**config.mk**
```make
export PLATFORM = sky130hd
export DESIGN_NAME = soc_mnt
export DESIGN_NICKNAME = d
export VERILOG_FILES = /design/src/rtl/soc_mnt.sv
export SDC_FILE = /design/constraint.sdc
export NUM_CORES = 1
export LEC_CHECK = 0
export ABC_AREA = 1
export ABC_CLOCK_PERIOD_IN_PS = 1700
export CAP_MARGIN = 10
export CELL_PAD_IN_SITES_DETAIL_PLACEMENT = 1
export CELL_PAD_IN_SITES_GLOBAL_PLACEMENT = 2
export CORE_ASPECT_RATIO = 1.5
export CORE_MARGIN = 2
export CORE_UTILIZATION = 27
export CTS_BUF_LIST = sky130_fd_sc_hd__clkbuf_16
export CTS_CLUSTER_SIZE = 14
export DETAILED_ROUTE_END_ITERATION = 7
export PLACE_DENSITY_LB_ADDON = 0.1
export SLEW_MARGIN = 20
export SYNTH_ARGS = -nofsm -noshare
export SYNTH_HDL_FRONTEND = slang
export SYNTH_SLANG_ARGS = --single-unit
```
**constraint.sdc**
```tcl
create_clock -name i_pad_clk -period 1.7 [get_ports i_pad_clk]
set_input_delay 0.255 -clock i_pad_clk [delete_from_list [all_inputs] [get_ports i_pad_clk]]
set_output_delay 0.255 -clock i_pad_clk [all_outputs]
set_load 0.05 [all_outputs]
```
**src/rtl/soc_mnt.sv**
```systemverilog
// Simulation-control monitor: snoops AHB-Lite writes to the terminate register and
// the retire strobe, raising sticky pass/fail/hang/timeout flags and console pulses.
module soc_mnt #(
   parameter logic [31:0] TERM_ADDR  = 32'h6000_fff8,
   parameter int unsigned LAST_CYCLE = 5000,
   parameter int unsigned MAX_CYCLES = 70_000_000
) (
   input  logic        i_pad_clk,
   input  logic        i_pad_rst,
   input  logic [1:0]  biu_pad_htrans,
   input  logic [31:0] biu_pad_haddr,
   input  logic        biu_pad_hwrite,
   input  logic [31:0] biu_pad_hwdata,
   input  logic        biu_pad_retire,
   output logic        mon_char_vld,
   output logic [7:0]  mon_char,
   output logic        mon_pass,
   output logic        mon_fail,
   output logic        mon_hang,
   output logic        mon_timeout,
   output logic        mon_done,
   output logic [31:0] mon_cycle_cnt
);

   localparam logic [1:0]  HTRANS_IDLE   = 2'b00;
   localparam logic [1:0]  HTRANS_NONSEQ = 2'b10;
   localparam logic [31:0] LAST_C        = 32'(LAST_CYCLE);
   localparam logic [31:0] MAX_C         = 32'(MAX_CYCLES);

   logic [1:0]  htrans_q, htrans_d;
   logic [31:0] haddr_q, haddr_d;
   logic        hwrite_q, hwrite_d;
   logic        char_vld_q, char_vld_d;
   logic [7:0]  char_q, char_d;
   logic        pass_q, pass_d;
   logic        fail_q, fail_d;
   logic        hang_q, hang_d;
   logic        timeout_q, timeout_d;
   logic [31:0] cyc_q, cyc_d;
   logic [31:0] per_q, per_d;
   logic [31:0] ret_q, ret_d;

   logic hit, pass_ev, fail_ev, hang_ev, timeout_ev, done;

   assign done = pass_q | fail_q | hang_q | timeout_q;

   always_comb begin
      htrans_d   = biu_pad_htrans;
      haddr_d    = biu_pad_haddr;
      hwrite_d   = biu_pad_hwrite;
      cyc_d      = cyc_q + 32'd1;
      per_d      = per_q + 32'd1;
      ret_d      = ret_q;
      char_vld_d = 1'b0;
      char_d     = char_q;
      pass_d     = pass_q;
      fail_d     = fail_q;
      hang_d     = hang_q;
      timeout_d  = timeout_q;

      // Decode uses the captured address phase with the live data phase.
      hit        = (htrans_q == HTRANS_NONSEQ) && (haddr_q == TERM_ADDR) && hwrite_q;
      pass_ev    = hit && ((biu_pad_hwdata == 32'h0000_0fff) || (biu_pad_hwdata == 32'hffff_0000));
      fail_ev    = hit && ((biu_pad_hwdata == 32'h0000_0eee) || (biu_pad_hwdata == 32'heeee_0000));
      hang_ev    = (per_q == LAST_C) && (ret_q == 32'd0);
      timeout_ev = (cyc_q == MAX_C);

      // A retire landing on the check cycle is dropped with the cleared count.
      if (per_q == LAST_C) begin
         per_d = 32'd1;
         ret_d = 32'd0;
      end else if (biu_pad_retire) begin
         ret_d = ret_q + 32'd1;
      end

      if (!done) begin
         if (pass_ev) begin
            pass_d = 1'b1;
         end else if (fail_ev) begin
            fail_d = 1'b1;
         end else if (hang_ev) begin
            hang_d = 1'b1;
         end else if (timeout_ev) begin
            timeout_d = 1'b1;
         end
         if (hit && !pass_ev && !fail_ev) begin
            char_vld_d = 1'b1;
            char_d     = biu_pad_hwdata[7:0];
         end
      end
   end

   always_ff @(posedge i_pad_clk) begin
      if (i_pad_rst) begin
         htrans_q   <= HTRANS_IDLE;
         haddr_q    <= 32'd0;
         hwrite_q   <= 1'b0;
         char_vld_q <= 1'b0;
         char_q     <= 8'd0;
         pass_q     <= 1'b0;
         fail_q     <= 1'b0;
         hang_q     <= 1'b0;
         timeout_q  <= 1'b0;
         cyc_q      <= 32'd1;
         per_q      <= 32'd1;
         ret_q      <= 32'd0;
      end else begin
         htrans_q   <= htrans_d;
         haddr_q    <= haddr_d;
         hwrite_q   <= hwrite_d;
         char_vld_q <= char_vld_d;
         char_q     <= char_d;
         pass_q     <= pass_d;
         fail_q     <= fail_d;
         hang_q     <= hang_d;
         timeout_q  <= timeout_d;
         cyc_q      <= cyc_d;
         per_q      <= per_d;
         ret_q      <= ret_d;
      end
   end

   assign mon_char_vld  = char_vld_q;
   assign mon_char      = char_q;
   assign mon_pass      = pass_q;
   assign mon_fail      = fail_q;
   assign mon_hang      = hang_q;
   assign mon_timeout   = timeout_q;
   assign mon_done      = done;
   assign mon_cycle_cnt = cyc_q;

endmodule

```
==> summary.md, run 1 <==
Power
• maximum VDD drop: 0.0007043 V
• pwr dens: 742.8 nW/um^2
• final total power: 7.693 mW
• Leak Pwr: 4.430 nW

Routing
• routed wire length: 23.09 mm
• DRC violation count after routing: 0
• count of routing violations after the opening detailed-route iteration: 164
• count of vias placed by the detailed router: 7,341
• post-detailed-route wirelength per cell: 14.02 um
• number of nets with antenna violations after detailed routing: 0
• number of detailed-route iterations in the first pass: 4
• number of vias per cell after detailed routing: 4.457

Hold path
• classification of the worst-slack hold path: input port to flop

Timing
• minimum clock period: 1.685 ns
• slew at the pin closest to its max-slew limit: 0.3922 ns
• count of final setup violators: 0
• largest clock skew in the final design: 0.009095 ns
• number of pins with negative max-slew slack in the final report: 0
• sum of negative setup slack: 0 ns
• max-slew headroom at the worst pin: 73.61%
• Hold Vio Cnt, Final: 0
• maximum clock frequency: 0.5935 GHz
• fraction of the cycle the final worst path needs: 99.12%
• RSZ-0062 raised after global routing: true

Synth
• netlist area before placement: 7233 um^2
• Avg Inst Size Synth: 6.716 um^2
• share of synthesized area occupied by flip-flops and latches: 39.85%
• Syn Nets: 1,153
• register bit count reported by yosys: 144
• distinct cell type count after synthesis: 39
• YS warnings: 0
• synthesized instance count: 1,077

Layout
• most common cell after layout, fill and taps aside: sky130_fd_sc_hd__nor2_1
• Filler Cells Inserted: 3,324
• synth-to-layout area growth: 43.19%
• storage element area: 2923 um^2
• fraction of final layout cells with drive strength greater than 1: 23.21%
• footprint of the multi-input gates: 3869 um^2
• most used cells in the layout excluding fill and tap cells: 229 x sky130_fd_sc_hd__nor2_1, 227 x sky130_fd_sc_hd__nand2_1, 156 x sky130_fd_sc_hd__inv_1
• final net count: 1,374
• number of antenna repair diodes: 0

Global routing
• largest net degree at the start of global routing: 40
• GRT Residual Overflow: 0
• number of antenna violations at the first check in global routing: 0
• first-pass GRT wire length: 37.21 mm
• GRT Overall Usage: 16.88%
• number of global-route vias before repair: 7,760

Placement
• Detail Placement HPWL: 17.60 mm
• routability congestion estimate: 0.7525
• number of port buffers: 115

Floorplanning
• FP Rows: 73
• total die area: 28,140 um^2
• Top-Level Pins: 116
• DIE HEIGHT: 204.5 um
• horizontal extent of the die: 137.6 um
• standard cell core area: 26,400 um^2
• initial standard-cell utilization of the core: 27.40%

Clock tree
• clock tree from TritonCTS: built
• root buf cell: sky130_fd_sc_hd__clkbuf_16
• number of CTS-inserted buffers: 17
• clk_lat worst skew: 0.43 ns
• CTS sink cnt: 144
• Worst-path clk slew: 0.06 ns
• deepest clock path buffer count: 2
• total number of H-tree levels: 4

Critical path
• data required time of the worst path: 2.06 ns
• Data arrival, critical path: 2.05 ns
• kind of end point of the critical path: flop
• crit path launch type: flop
• start-to-end type of the worst setup path: flop to flop
• critical path peak fanout: 4

Run status
• outcome: completed

Job
• maximum capacitance violations: 0

## synth_stat cells
cell type | count | share of area, %
sky130_fd_sc_hd__a21oi_1 | 53 | 3.7
sky130_fd_sc_hd__and2_1 | 2 | 0.17
sky130_fd_sc_hd__and3_1 | 4 | 0.35
sky130_fd_sc_hd__buf_1 | 1 | 0.052
sky130_fd_sc_hd__buf_2 | 8 | 0.55
sky130_fd_sc_hd__buf_4 | 1 | 0.10
sky130_fd_sc_hd__buf_6 | 1 | 0.16
sky130_fd_sc_hd__clkbuf_1 | 6 | 0.31
sky130_fd_sc_hd__dfxtp_1 | 144 | 40
sky130_fd_sc_hd__ha_1 | 6 | 1.0
sky130_fd_sc_hd__inv_1 | 159 | 8.3
sky130_fd_sc_hd__inv_2 | 8 | 0.42
sky130_fd_sc_hd__nand2_1 | 231 | 12
sky130_fd_sc_hd__nand2_2 | 6 | 0.52
sky130_fd_sc_hd__nand2_4 | 1 | 0.16
sky130_fd_sc_hd__nand3_1 | 43 | 3.0
sky130_fd_sc_hd__nand3_2 | 7 | 0.97
sky130_fd_sc_hd__nand3_4 | 3 | 0.73
sky130_fd_sc_hd__nand3b_1 | 4 | 0.42
sky130_fd_sc_hd__nand4_1 | 22 | 1.9
sky130_fd_sc_hd__nor2_1 | 240 | 12
sky130_fd_sc_hd__nor2_2 | 9 | 0.78
sky130_fd_sc_hd__nor2_4 | 7 | 1.1
sky130_fd_sc_hd__nor2_8 | 1 | 0.28
sky130_fd_sc_hd__nor3_1 | 32 | 2.2
sky130_fd_sc_hd__nor3_2 | 3 | 0.42
sky130_fd_sc_hd__nor3_4 | 4 | 0.90
sky130_fd_sc_hd__nor3b_1 | 3 | 0.31
sky130_fd_sc_hd__nor3b_2 | 2 | 0.35
sky130_fd_sc_hd__nor4_1 | 6 | 0.52
sky130_fd_sc_hd__nor4_2 | 1 | 0.17
sky130_fd_sc_hd__o21a_1 | 4 | 0.42
sky130_fd_sc_hd__o21ai_0 | 13 | 0.90
sky130_fd_sc_hd__o21ai_1 | 2 | 0.14
sky130_fd_sc_hd__o21bai_2 | 1 | 0.16
sky130_fd_sc_hd__or2_0 | 2 | 0.17
sky130_fd_sc_hd__or2_2 | 9 | 0.78
sky130_fd_sc_hd__xnor2_1 | 11 | 1.3
sky130_fd_sc_hd__xor2_1 | 17 | 2.1
## layout make-up
| cell class | instances | area share [%] |
|---|---|---|
| Clock buffer | 17 | 4.107 |
| Clock inverter | 14 | 1.220 |
| Inverter | 167 | 6.125 |
| Multi-Input combinational cell | 749 | 37.35 |
| Sequential cell | 144 | 28.22 |
| Tap cell | 337 | 4.071 |
| Timing Repair Buffer | 219 | 18.91 |
## report_power, final
group | switching [mW] | total [mW] | internal (mW)
logic | 0.266 | 0.571 | 0.305
registers | 0.0409 | 3.48 | 3.44
clock network | 1.52 | 3.64 | 2.12
total | 1.83 | 7.69 | 5.87
## per-stage QoR
step	utilization, %	worst slack (ns)	instances	area (um^2)	hold WS (ns)
after floorplan	-	-0.02854	1077	7263	0.3620
after global placement	35.28	-0.2839	1598	9314	0.4637
after detailed placement	35.28	-0.3156	1598	9314	0.4726
after CTS	37.60	-0.01009	1631	9926	0.06401
after global routing	39.24	-0.1230	1647	10360	0.09804
final	39.24	0.01501	1647	10360	0.09375
## cells by family (layout without fill, tap and decap cells)
kind of cell / Yosys count / in the layout / share of synthesized area, %
adders and majority gates: 6 / 6 / 1.038
xor gates and xnor gates: 28 / 28 / 3.390
AOI/OAI and AO/OA: 73 / 73 / 5.276
buffers and inverters: 184 / 417 / 9.843
DFF: 144 / 144 / 39.85
and+or+nand+nor: 642 / 642 / 40.60
## sequential cells by signal, summed over array words and instances, names as in the netlist
name	cells
hwrite_q	1
htrans_q	2
mon_hang	1
mon_char	8
ret_q	32
per_q	32
mon_char_vld	1
mon_cycle_cnt	32
mon_fail	1
mon_timeout	1
haddr_q	32
mon_pass	1
## timing repair
| action | 4_1_cts | 5_1_grt |
|---|---|---|
| hold buffers | 0 | 0 |
| resized for setup | 10 | 67 |
| buffers inserted | 2 | 12 |
| pin swaps | 2 | 17 |
| cloned | 0 | 4 |
| endpoints found under the setup margin | 18 | 85 |
## critical path, stage by stage (launching register included)
cell and delay, ns:
sky130_fd_sc_hd__dfxtp_4 0.36, sky130_fd_sc_hd__ha_4 0.15, sky130_fd_sc_hd__nand2_4 0.06, sky130_fd_sc_hd__nor2_4 0.15, sky130_fd_sc_hd__nand3_4 0.09, sky130_fd_sc_hd__nor2_4 0.16, sky130_fd_sc_hd__nand2_4 0.10, sky130_fd_sc_hd__nor3_4 0.24
sky130_fd_sc_hd__nand3_2 0.12, sky130_fd_sc_hd__nand2_1 0.08, sky130_fd_sc_hd__nand2_1 0.04, sky130_fd_sc_hd__nor2_1 0.08
## final timing paths
kind,start,to,slack [ns],cells past startpoint
setup / recovery,mon_cycle_cnt[0],mon_cycle_cnt[30],0.02,11
hold / removal,i_pad_rst,mon_pass,0.09,2
setup reg to reg,mon_cycle_cnt[0],mon_cycle_cnt[30],0.02,11
hold reg to reg,mon_hang,mon_hang,0.47,2
## layer usage
layer  vias to the layer above  GRT usage, %  wire, um
met5                         -             0         0
met4                         0         5.633       353
met3                        19         4.762      1023
met2                        94         32.14     12800
met1                      3456         17.28      8918
li1                       3772             -         -
Power figures use the tool's default switching activity.
==> inputs of run 2 (changes only) <==
--- a/config.mk
+++ b/config.mk
@@ -16,6 +16,7 @@
 export CTS_BUF_LIST = sky130_fd_sc_hd__clkbuf_16
 export CTS_CLUSTER_SIZE = 14
 export DETAILED_ROUTE_END_ITERATION = 7
+export GPL_ROUTABILITY_DRIVEN = 0
 export PLACE_DENSITY_LB_ADDON = 0.1
 export SLEW_MARGIN = 20
 export SYNTH_ARGS = -nofsm -noshare
==> results of run 2 <==
No change in the layout: final DEF, timing and power equal those of run 1.
